$ cat src/rtl/servo_pkg.sv
`default_nettype none
// +----------------------------------------------------------------------------+
// | Module  : servo_pkg                                                        |
// | Brief   : Shared state encoding, tick defaults and position type for the   |
// |           servo PWM scheduler.                                             |
// | Revision: 1.0                                                              |
// +----------------------------------------------------------------------------+
package servo_pkg;

    localparam int c_POS_W       = 6;
    localparam int c_FRAME_TICKS = 800;
    localparam int c_MIN_TICKS   = 40;
    localparam int c_SPAN_TICKS  = 40;

    typedef logic [c_POS_W-1:0] pos_t;

    typedef enum logic [1:0] {
        ST_IDLE  = 2'd0,
        ST_PULSE = 2'd1,
        ST_GAP   = 2'd2
    } state_t;

    function automatic pos_t sat_pos(input pos_t p, input int span);
        return (int'(p) > span) ? pos_t'(span) : p;
    endfunction

endpackage
`default_nettype wire

$ cat src/rtl/servo_pos_regs.sv
`default_nettype none
// +----------------------------------------------------------------------------+
// | Module  : servo_pos_regs                                                   |
// | Brief   : Per-channel shadow/active position bank with write saturation;  |
// |           actives are refreshed from the shadows on the frame load strobe. |
// | Revision: 1.0                                                              |
// +----------------------------------------------------------------------------+
module servo_pos_regs
    import servo_pkg::*;
#(
    parameter int N_CH       = 2,
    parameter int SPAN_TICKS = c_SPAN_TICKS
) (
    input  logic                      clk,
    input  logic                      rst,
    input  logic                      load,
    input  logic                      pos_valid,
    input  logic [1:0]                pos_ch,
    input  logic [c_POS_W-1:0]        pos_data,
    output logic                      pos_ready,
    output logic [N_CH*c_POS_W-1:0]   active
);

    localparam pos_t c_CENTRE = pos_t'(SPAN_TICKS / 2);

    logic w_wr;
    pos_t w_wdata;

    // The load cycle is the only cycle in which a write could race the copy.
    assign pos_ready = ~load;
    assign w_wr      = pos_valid & pos_ready;
    assign w_wdata   = sat_pos(pos_data, SPAN_TICKS);

    genvar gi;
    generate
        for (gi = 0; gi < N_CH; gi++) begin : g_ch
            pos_t r_shadow;
            pos_t r_active;

            always_ff @(posedge clk or negedge rst) begin
                if (!rst) begin
                    r_shadow <= c_CENTRE;
                    r_active <= c_CENTRE;
                end else begin
                    if (w_wr && (pos_ch == 2'(gi))) begin
                        r_shadow <= w_wdata;
                    end
                    if (load) begin
                        r_active <= r_shadow;
                    end
                end
            end

            assign active[gi*c_POS_W +: c_POS_W] = r_active;
        end
    endgenerate

endmodule
`default_nettype wire

$ cat src/rtl/servo_pwm_sched.sv
`default_nettype none
// +----------------------------------------------------------------------------+
// | Module  : servo_pwm_sched                                                  |
// | Brief   : Fixed-length frame scheduler emitting sequential servo pulses,   |
// |           one channel after another, on a tick clock enable.             |
// | Revision: 1.0                                                              |
// +----------------------------------------------------------------------------+
module servo_pwm_sched
    import servo_pkg::*;
#(
    parameter int N_CH        = 2,
    parameter int FRAME_TICKS = c_FRAME_TICKS,
    parameter int MIN_TICKS   = c_MIN_TICKS,
    parameter int SPAN_TICKS  = c_SPAN_TICKS
) (
    input  logic                clk,
    input  logic                rst,
    input  logic                tick_en,
    input  logic                enable,
    input  logic                pos_valid,
    input  logic [1:0]          pos_ch,
    input  logic [c_POS_W-1:0]  pos_data,
    output logic                pos_ready,
    output logic [N_CH-1:0]     pwm_out,
    output logic                frame_start,
    output logic                busy
);

    localparam int c_FRAME_W = $clog2(FRAME_TICKS);
    localparam int c_PULSE_W = $clog2(MIN_TICKS + SPAN_TICKS + 1);
    localparam int c_CH_W    = (N_CH > 1) ? $clog2(N_CH) : 1;

    localparam logic [c_FRAME_W-1:0] c_FRAME_END = c_FRAME_W'(FRAME_TICKS - 1);
    localparam logic [c_CH_W-1:0]    c_LAST_CH   = c_CH_W'(N_CH - 1);

    generate
        if (N_CH < 1 || N_CH > 4) begin : g_bad_nch
            $error("servo_pwm_sched: N_CH must be in 1..4");
        end
        if (N_CH * (MIN_TICKS + SPAN_TICKS) >= FRAME_TICKS) begin : g_bad_frame
            $error("servo_pwm_sched: all pulses must fit inside one frame");
        end
        if (SPAN_TICKS >= (1 << c_POS_W)) begin : g_bad_span
            $error("servo_pwm_sched: SPAN_TICKS exceeds the position type");
        end
    endgenerate

    state_t                 r_state,     w_state_nxt;
    logic [c_FRAME_W-1:0]   r_frame_cnt, w_frame_nxt;
    logic [c_PULSE_W-1:0]   r_pulse_cnt, w_pulse_nxt;
    logic [c_CH_W-1:0]      r_ch_idx,    w_ch_nxt;

    logic                   w_frame_end;
    logic                   w_load;
    logic [N_CH*c_POS_W-1:0] w_active_flat;
    pos_t                   w_act;
    logic [c_PULSE_W-1:0]   w_width_m1;

    assign w_frame_end = (r_frame_cnt == c_FRAME_END);
    // Gated by rst so frame_start stays low while reset is held.
    assign w_load = rst & tick_en & enable &
                    ((r_state == ST_IDLE) | ((r_state == ST_GAP) & w_frame_end));

    servo_pos_regs #(
        .N_CH       (N_CH),
        .SPAN_TICKS (SPAN_TICKS)
    ) u_pos_regs (
        .clk        (clk),
        .rst        (rst),
        .load       (w_load),
        .pos_valid  (pos_valid),
        .pos_ch     (pos_ch),
        .pos_data   (pos_data),
        .pos_ready  (pos_ready),
        .active     (w_active_flat)
    );

    always_comb begin
        w_act = '0;
        for (int i = 0; i < N_CH; i++) begin
            if (r_ch_idx == c_CH_W'(i)) begin
                w_act = w_active_flat[i*c_POS_W +: c_POS_W];
            end
        end
    end

    assign w_width_m1 = c_PULSE_W'(MIN_TICKS) + c_PULSE_W'(w_act) - c_PULSE_W'(1);

    always_ff @(posedge clk or negedge rst) begin
        if (!rst) begin
            r_state     <= ST_IDLE;
            r_frame_cnt <= '0;
            r_pulse_cnt <= '0;
            r_ch_idx    <= '0;
        end else begin
            r_state     <= w_state_nxt;
            r_frame_cnt <= w_frame_nxt;
            r_pulse_cnt <= w_pulse_nxt;
            r_ch_idx    <= w_ch_nxt;
        end
    end

    // The frame counter runs through PULSE and GAP so the frame length
    // never depends on the programmed positions.
    always_comb begin
        w_state_nxt = r_state;
        w_frame_nxt = r_frame_cnt;
        w_pulse_nxt = r_pulse_cnt;
        w_ch_nxt    = r_ch_idx;
        if (tick_en) begin
            case (r_state)
                ST_IDLE: begin
                    if (enable) begin
                        w_state_nxt = ST_PULSE;
                        w_frame_nxt = '0;
                        w_pulse_nxt = '0;
                        w_ch_nxt    = '0;
                    end
                end
                ST_PULSE: begin
                    w_frame_nxt = r_frame_cnt + c_FRAME_W'(1);
                    if (r_pulse_cnt == w_width_m1) begin
                        w_pulse_nxt = '0;
                        if (r_ch_idx == c_LAST_CH) begin
                            w_state_nxt = ST_GAP;
                        end else begin
                            w_ch_nxt = r_ch_idx + c_CH_W'(1);
                        end
                    end else begin
                        w_pulse_nxt = r_pulse_cnt + c_PULSE_W'(1);
                    end
                end
                ST_GAP: begin
                    if (w_frame_end) begin
                        w_state_nxt = enable ? ST_PULSE : ST_IDLE;
                        w_frame_nxt = '0;
                        w_pulse_nxt = '0;
                        w_ch_nxt    = '0;
                    end else begin
                        w_frame_nxt = r_frame_cnt + c_FRAME_W'(1);
                    end
                end
                default: begin
                    w_state_nxt = ST_IDLE;
                end
            endcase
        end
    end

    genvar gi;
    generate
        for (gi = 0; gi < N_CH; gi++) begin : g_pwm
            assign pwm_out[gi] = (r_state == ST_PULSE) && (r_ch_idx == c_CH_W'(gi));
        end
    endgenerate

    assign frame_start = w_load;
    assign busy        = (r_state != ST_IDLE);

endmodule
`default_nettype wire

$ cat config.mk
export PLATFORM = sky130hd
export DESIGN_NAME = servo_pwm_sched
export DESIGN_NICKNAME = d
export VERILOG_FILES = /design/src/rtl/servo_pkg.sv /design/src/rtl/servo_pos_regs.sv /design/src/rtl/servo_pwm_sched.sv
export SDC_FILE = /design/constraint.sdc
export NUM_CORES = 1
export LEC_CHECK = 0
export BUFFER_PORTS_ARGS = -buffer_cell sky130_fd_sc_hd__buf_2
export CAP_MARGIN = 20
export CORE_ASPECT_RATIO = 1.2
export CORE_UTILIZATION = 55
export CTS_CLUSTER_SIZE = 10
export DETAILED_ROUTE_END_ITERATION = 10
export PLACE_DENSITY_LB_ADDON = 0.1
export SYNTH_ARGS = -nofsm -noshare
export SYNTH_HDL_FRONTEND = slang
export SYNTH_SLANG_ARGS = --single-unit
$ cat constraint.sdc
create_clock -name clk -period 3.8 [get_ports clk]
set_input_delay 0.19 -clock clk [delete_from_list [all_inputs] [get_ports clk]]
set_output_delay 0.19 -clock clk [all_outputs]
set_load 0.005 [all_outputs]
==> flow_summary_export.csv, run 1 <==
group,metric,value,unit
status,status,"finished, violations left",
status,failed_checks,"negative hold slack",
placement,gp_congestion,0.895,
drt,vias_per_cell,5.99,
placement,detailedPlace.worstSlack,0.795,ns
die,fp.dieH,76.8,um
flow_run,drv_cap,0,
grt,grt_max_degree,45,
setup_path,path_class,"register to register",
yosys,synth_top_cell_by_area,"dfrtp_1",
grt,grt_util_all_layers,0.214,
clocking,insertion_delay,0.29,ns
yosys,ys_seq_area_frac,0.433,
yosys,synth_common_cells,"dfrtp_1, mux2_2, nor2_1",
setup_path,crit_arrival,3.25,ns
min_path,holdCritPathClass,"input pin to asynchronous set/reset pin",
clocking,cts_resized,0,
power_and_ir_drop,total_power,1.27,mW
timing,finalMaxSlewViolations,0,
setup_path,r2r_cells,8,
die,io_pins,18,
timing,slew_headroom,0.444,
yosys,synth_warnings,0,
yosys,synth.avg_cell_area,10.4,um2
drt,drtPass1Iterations,4,
drt,routed_wl,4760,um
die,coreArea,4360,um2
timing,setup_tns,0,ns
clocking,numCtsBuffers,5,
layout,drive_above_1_share,0.241,
placement,place_hpwl,3500,um
layout,final_core_util,0.633,
die,die_w,64.4,um
clocking,cts_tree,"done",
timing,fin_skew,0.00691,ns
yosys,synth_area_leaders,"dfrtp_1, mux2_2, dfstp_2, ha_1, mux2i_1",
yosys,syn_inst,246,
yosys,synth.most_common_cell,"dfrtp_1",
layout,fin_nets,281,
clocking,cts_setup_buffers,0,
setup_path,cp_data_required_time,3.98,ns
yosys,netlist.area_leader.share,0.351,
drt,wl_per_cell,15.0,um
timing,finalSetupViolCount,0,
layout,syn_to_final_growth,7.61,%
grt,grt_overflow,0,
setup_path,cp_max_fo,19,
drt,drt_iter0_drc,123,
placement,portBuffers,17,
grt,grt_pass1_vias,1803,
clocking,ctsHoldBuffers,0,
layout,diodes,0,
clocking,path_clk_slew,0.08,ns
power_and_ir_drop,leakage,1.19,nW
die,start_util,0.589,
timing,final.min_clock_period,3.07,ns
grt,grt_pass1_wl,8270,um
grt,antenna_found_initial,0,
clocking,cts_sinks,44,
placement,dp.cells,310,
layout,final_cell_count_no_fill,317,
drt,drc_errors,0,
yosys,syn_area,2570,um2
timing,hold_viol_final,20,
timing,fmax,325,MHz
yosys,synth_flop_cell,"dfrtp_1",
yosys,syn_nets,266,
power_and_ir_drop,ir_worst_vdd,0.254,mV
setup_path,critPathLaunchType,"register",
setup_path,endpoint_kind,"register",
clocking,cts_buffer_depth,2,
drt,ant_nets,0,
yosys,synth-async-reset-ratio,1.00,
timing,min_period_over_period,0.809,
die,rows,26,
timing,worst_pin_slew,0.823,ns
clocking,cts_root_buf,"clkbuf_8",
timing,rsz0062_at_grt,"false",
power_and_ir_drop,p_per_area,459,nW/um2
drt,num_vias,1900,
timing,whs,-0.0240,ns
yosys,yosysUniqueCellTypes,49,
clocking,htreeDepth,2,
die,dieArea,4940,um2
yosys,ys_ff_latch,44,
timing,setup_ws,0.726,ns
yosys,synth-edff-count,0,
[logic make-up after synthesis]
family / count (synthesis) / synth area share
AOI/OAI and AO/OA: 41 / 0.129
xor gates and xnor gates: 14 / 0.0478
adders and majority gates: 7 / 0.0341
buffers and inverters: 16 / 0.0278
DFF: 44 / 0.433
muxes: 31 / 0.132
and+or+nand+nor: 93 / 0.196
[worst max-delay path, stage by stage, from the launching register on]
cell and delay [ns]:
dfrtp_1 0.74, mux2i_1 0.23, ha_1 0.29, nand2b_1 0.17
a31oi_1 0.11, a221oi_1 0.65, nor4_1 0.14, o2111a_1 0.27
or3_1 0.36
[cell type report]
class | instances | area [um2]
repair buffers | 19 | 100
clock inverters | 1 | 5.00
inverters | 5 | 18.8
flip-flops and latches | 44 | 1110
fillers | 380 | 1600
clock buffers | 6 | 72.6
well taps | 56 | 70.1
multi-input cells | 186 | 1380
[path summary, 6_finish.rpt]
| path | start | endpoint | slack [ns] |
|---|---|---|---|
| setup / recovery | r_ch_idx$_DFFE_PN0P_ | r_state[0]$_DFFE_PN0P_ | 0.73 |
| min in group clk | pos_data[5] | u_pos_regs.g_ch[1].r_shadow[5]$_DFFE_PN0P_ | 0.18 |
| max in group asynchronous | rst | u_pos_regs.g_ch[0].r_active[2]$_DFFE_PN1P_ | 3.43 |
| setup reg to reg | r_ch_idx$_DFFE_PN0P_ | r_state[0]$_DFFE_PN0P_ | 0.73 |
| hold / removal | rst | r_state[0]$_DFFE_PN0P_ | -0.02 |
| hold reg to reg | u_pos_regs.g_ch[1].r_shadow[3]$_DFFE_PN0P_ | u_pos_regs.g_ch[1].r_shadow[3]$_DFFE_PN0P_ | 0.50 |
[placed cells by master, fill, tap and decap left out, drive strengths merged, types with 8 or more instances in the layout]
master and n:
dfrtp 36, mux2 23, buf 19, nor2 17, nand2 16, nand3 10
o21ai 10, mux2i 8, dfstp 8
[layer usage]
layer | global-route usage | vias up | wire length [um]
met2 | 0.349 | 54 | 2280
met1 | 0.283 | 913 | 2220
li1 | - | 923 | -
met5 | 0 | - | 0
met4 | 0.0711 | 0 | 86
met3 | 0.0372 | 10 | 173
[flip-flops by register name (all words and copies together) (netlist names)]
name,count
u_pos_regs.g_ch.r_active,12
r_pulse_cnt,7
u_pos_regs.g_ch.r_shadow,12
r_frame_cnt,10
r_state,2
r_ch_idx,1
[metrics by stage]
| stage | area (um2) | hold WS (ns) |
|---|---|---|
| final | 2760 | -0.0240 |
| after CTS | 2760 | 0.0155 |
| after global routing | 2760 | 0.0275 |
| after floorplan | 2570 | -0.106 |
| after detailed placement | 2680 | 0.334 |
| after global placement | 2680 | 0.335 |
[where the power goes]
group / leakage (nW) / internal [mW] / switching, mW
sequential: 0.533 / 0.552 / 0.105
combinational: 0.619 / 0.169 / 0.164
clock: 0.0410 / 0.125 / 0.151
total: 1.19 / 0.846 / 0.421
No activity file was read; power rests on OpenSTA's default activity.
==> inputs of run 2 (changes only) <==
- clock period: 3.8 -> 2.85 ns (I/O delays scaled with it)
==> flow_summary_export.csv, run 2 (synthesis gave the netlist of run 1 again) <==
group,metric,value,unit
drt,wl_per_cell,15.0,um
timing,fin_skew,0.00845,ns
setup_path,crit_arrival,2.80,ns
setup_path,startpoint,"r_ch_idx$_DFFE_PN0P_",
placement,dp.cells,312,
setup_path,endpoint_kind,"register",
power_and_ir_drop,p_per_area,632,nW/um2
grt,grt_max_degree,45,
layout,reg_top3,"u_pos_regs.g_ch.r_active x12, u_pos_regs.g_ch.r_shadow x12, r_frame_cnt x10",
flow_run,drv_cap,0,
clocking,insertion_delay,0.29,ns
setup_path,path_class,"register to register",
clocking,cts_sinks,44,
die,start_util,0.589,
drt,vias_per_cell,5.82,
clocking,cts_setup_buffers,0,
clocking,cts_tree,"done",
power_and_ir_drop,leakage,1.22,nW
drt,drc_errors,0,
setup_path,critPathLaunchType,"register",
layout,final_cell_area,2810,um2
grt,grt_util_all_layers,0.214,
clocking,cts_root_buf,"clkbuf_8",
layout,final_cell_mix,"dfrtp_1, mux2_2, nor2_1, buf_2, nand2_1",
die,rows,26,
drt,drtPass1Iterations,4,
power_and_ir_drop,ir_worst_vdd,0.289,mV
layout,mostFrequentLayoutCell,"dfrtp_1",
drt,num_vias,1862,
timing,finalMaxSlewViolations,0,
timing,rsz0062_at_grt,"false",
die,die_w,64.4,um
setup_path,r2r_cells,8,
die,io_pins,18,
layout,fillers,370,
setup_path,timing.rr.end,"r_state[0]$_DFFE_PN0P_",
placement,gp_congestion,0.855,
clocking,htreeDepth,2,
timing,slew_headroom,0.458,
drt,drt_iter0_drc,131,
grt,grt.met1_usage,0.294,
clocking,ctsHoldBuffers,1,
timing,setup_tns,0,ns
die,fp.dieH,76.8,um
grt,antenna_found_initial,0,
grt,grt_pass1_vias,1698,
setup_path,cp_max_fo,5,
timing,fmax,380,MHz
clocking,numCtsBuffers,5,
timing,min_period_over_period,0.922,
min_path,hold_depth,2,
layout,diodes,0,
grt,grtUsageMet3,0.0446,
clocking,path_clk_slew,0.08,ns
grt,grt_busiest_layer,"met2",
die,dieArea,4940,um2
drt,routed_wl,4790,um
die,coreArea,4360,um2
timing,finalSetupViolCount,0,
grt,grt_overflow,0,
min_path,holdCritPathClass,"input pin to register",
layout,final_cell_count_no_fill,320,
setup_path,critical_path.endpoint,"r_state[0]$_DFFE_PN0P_",
setup_path,ff2ff_setup_slack,0.22,ns
grt,grt_pass1_wl,8120,um
grt,use_met2,0.329,
status,status,"finished clean",
drt,ant_nets,0,
placement,dpl_cell_area,2700,um2
placement,place_hpwl,3500,um
clocking,cts_resized,0,
clocking,cts_buffer_depth,2,
timing,hold_viol_final,0,
placement,portBuffers,17,
setup_path,cp_data_required_time,3.02,ns
timing,worst_pin_slew,0.803,ns
setup_path,r2r_start,"r_ch_idx$_DFFE_PN0P_",
timing,final.min_clock_period,2.63,ns
layout,fin_nets,284,
layout,drive_above_1_share,0.246,
layout,syn_to_final_growth,9.56,%
-- run 2: through the flow --
stage	power (mW)	hold WS, ns	setup WS, ns	util
2_1_floorplan	1.22	-0.153	0.202	-
3_3_place_gp	1.32	0.302	0.329	0.619
3_5_place_dp	1.33	0.306	0.275	0.619
4_1_cts	1.79	0.137	0.238	0.645
5_1_grt	1.90	0.139	0.0700	0.645
6_report	1.78	0.145	0.221	0.645
-- run 2: worst max-delay path, cell delays in order (launching register included) --
cell	delay [ns]
dfrtp_1	0.43
mux2i_1	0.16
ha_1	0.26
nand2b_1	0.18
a31oi_1	0.11
a221oi_1	0.61
nor4_1	0.14
o2111a_1	0.27
or3_1	0.36
-- run 2: final cells by class --
class	count	area, um2	share of cell area
Clock buffer	6	72.6	0.0258
Sequential cell	44	1110	0.395
Timing Repair Buffer	22	125	0.0445
Clock inverter	1	30.0	0.0107
Tap cell	56	70.1	0.0249
Multi-Input combinational cell	186	1380	0.492
Inverter	5	18.8	0.00668
-- run 2: power breakdown --
group | total [mW] | internal [mW] | switching (mW)
sequential | 0.870 | 0.736 | 0.134
combinational | 0.454 | 0.229 | 0.225
clock | 0.453 | 0.257 | 0.196
total | 1.78 | 1.22 | 0.555
-- run 2: how the worst min path moves through the flow --
stage / from / end / slack [ns]
2_1_floorplan: rst / r_ch_idx$_DFFE_PN0P_ / -0.15
3_3_place_gp: rst / r_pulse_cnt[3]$_DFFE_PN0P_ / 0.30
3_5_place_dp: rst / r_pulse_cnt[4]$_DFFE_PN0P_ / 0.31
4_1_cts: pos_data[5] / u_pos_regs.g_ch[0].r_shadow[5]$_DFFE_PN0P_ / 0.14
5_1_grt: pos_data[5] / u_pos_regs.g_ch[0].r_shadow[5]$_DFFE_PN0P_ / 0.14
6_report: pos_data[5] / u_pos_regs.g_ch[1].r_shadow[5]$_DFFE_PN0P_ / 0.15
-- run 2: metal layers --
layer,vias to the layer above,share of wire
met3,6,0.033
met4,0,0.017
met5,-,0
li1,930,-
met1,879,0.48
met2,47,0.47
==> inputs of run 3 (changes only) <==
- SETUP_SLACK_MARGIN: default -> 0.3
- SKIP_LAST_GASP: default -> 1
==> flow_summary_export.csv, run 3 (synthesis gave the netlist of run 1 again) <==
group,metric,value,unit
status,status,"finished clean",
min_path,holdCritPathClass,"input pin to register",
drt,vias_per_cell,5.96,
layout,final_cell_mix,"dfrtp_1, mux2_2, nor2_1, buf_2, nand2_1",
setup_path,critPathLaunchType,"register",
grt,grt_util_all_layers,0.229,
timing,fin_skew,0.00403,ns
clocking,numCtsBuffers,5,
drt,wl_per_cell,15.5,um
die,coreArea,4360,um2
power_and_ir_drop,ir_worst_vdd,0.378,mV
timing,fmax,414,MHz
power_and_ir_drop,total_power,1.89,mW
grt,grt_pass1_wl,8830,um
die,start_util,0.589,
clocking,cts_root_buf,"clkbuf_8",
setup_path,cp_data_required_time,3.03,ns
setup_path,crit_arrival,2.59,ns
layout,reg_top3,"u_pos_regs.g_ch.r_active x12, u_pos_regs.g_ch.r_shadow x12, r_frame_cnt x10",
layout,fillers,368,
layout,syn_to_final_growth,12.3,%
timing,finalMaxSlewViolations,0,
clocking,path_clk_slew,0.08,ns
timing,hold_viol_final,0,
timing,final.min_clock_period,2.42,ns
die,rows,26,
clocking,cts_sinks,44,
setup_path,critPathTopFamily,"simple AND/OR/NAND/NOR gates",
timing,finalSetupViolCount,0,
drt,drc_errors,0,
timing,rsz0062_at_grt,"false",
setup_path,cp_slowest_stage_delay,0.43,ns
die,fp.dieH,76.8,um
min_path,hp-start,"pos_data[5]",
setup_path,slowest_stage,"dfrtp_2",
setup_path,crit_chain,"buf_4 -> mux2i_1 -> xor2_1 -> or3_4 -> a2111oi_4 -> nor3_1 -> or3_1",
clocking,cts_buffer_depth,2,
clocking,htreeDepth,2,
min_path,hold_path_end,"u_pos_regs.g_ch[0].r_shadow[5]$_DFFE_PN0P_",
flow_run,drv_cap,0,
drt,drtPass1Iterations,4,
placement,portBuffers,17,
grt,grt_pass1_vias,1926,
drt,drt_iter0_drc,114,
die,io_pins,18,
placement,place_hpwl,3710,um
setup_path,timing.rr.end,"r_state[0]$_DFFE_PN0P_",
min_path,hold_depth,2,
power_and_ir_drop,leakage,1.25,nW
clocking,insertion_delay,0.29,ns
power_and_ir_drop,p_per_area,657,nW/um2
grt,grt_overflow,0,
setup_path,startpoint,"r_ch_idx$_DFFE_PN0P_",
setup_path,r2r_cells,7,
setup_path,path_buf_inv,1,
setup_path,endpoint_kind,"register",
layout,drive_above_1_share,0.272,
grt,grt_max_degree,45,
die,die_w,64.4,um
placement,gp_congestion,0.861,
clocking,cts_tree,"done",
drt,num_vias,1930,
setup_path,path_class,"register to register",
timing,whs,0.147,ns
grt,antenna_found_initial,0,
layout,fin_nets,287,
drt,ant_nets,0,
timing,min_period_over_period,0.848,
drt,routed_wl,5010,um
setup_path,cp_max_fo,6,
layout,mostFrequentLayoutCell,"dfrtp_1",
setup_path,r2r_start,"r_ch_idx$_DFFE_PN0P_",
timing,worst_pin_slew,0.633,ns
setup_path,ff2ff_setup_slack,0.43,ns
layout,diodes,0,
die,dieArea,4940,um2
timing,slew_headroom,0.573,
timing,setup_tns,0,ns
## run 3: how the worst max path moves through the flow
stage,to,slack (ns),cells past startpoint
after floorplan,r_state[0]$_DFFE_PN0P_,0.33,10
after global placement,r_state[0]$_DFFE_PN0P_,0.32,8
after detailed placement,r_state[0]$_DFFE_PN0P_,0.26,8
after CTS,r_state[0]$_DFFE_PN0P_,0.30,8
after global routing,r_state[0]$_DFFE_PN0P_,0.25,7
final,r_state[0]$_DFFE_PN0P_,0.43,7
## run 3: final cells by class
cell class                 count  area, um2  area share
multi-input combinational    186       1400       0.486
sequential                    44       1110       0.386
timing repair buffer          25        148      0.0512
clock buffer                   6       72.6      0.0252
tap                           56       70.1      0.0243
clock inverter                 2       60.1      0.0208
inverter                       5       18.8     0.00651
## run 3: power breakdown
| part | switching (mW) | internal (mW) | total, mW | leakage [nW] |
|---|---|---|---|---|
| clock | 0.210 | 0.350 | 0.560 | 0.0654 |
| sequential | 0.137 | 0.736 | 0.873 | 0.532 |
| combinational | 0.227 | 0.234 | 0.461 | 0.650 |
| total | 0.574 | 1.32 | 1.89 | 1.25 |
## run 3: metrics by stage
step	utilization	worst slack, ns	area (um2)	instances
2_1_floorplan	-	0.326	2570	246
6_report	0.661	0.434	2880	324
3_5_place_dp	0.621	0.256	2710	312
4_1_cts	0.654	0.300	2850	321
3_3_place_gp	0.621	0.316	2710	312
5_1_grt	0.661	0.249	2880	324
## run 3: repair_timing
action,4_1_cts,5_1_grt
setup endpoints to repair,2,8
resized for setup,1,2
pin swaps,0,1
endpoints found under the hold margin,4,0
hold buffers,1,0
setup buffers,0,3
## run 3: per-layer routing
layer | up-vias | part of all wire | GRT usage
li1 | 938 | - | -
met5 | - | 0 | 0
met2 | 38 | 0.51 | 0.396
met4 | 0 | 0.013 | 0.0644
met1 | 947 | 0.45 | 0.289
met3 | 7 | 0.030 | 0.0417
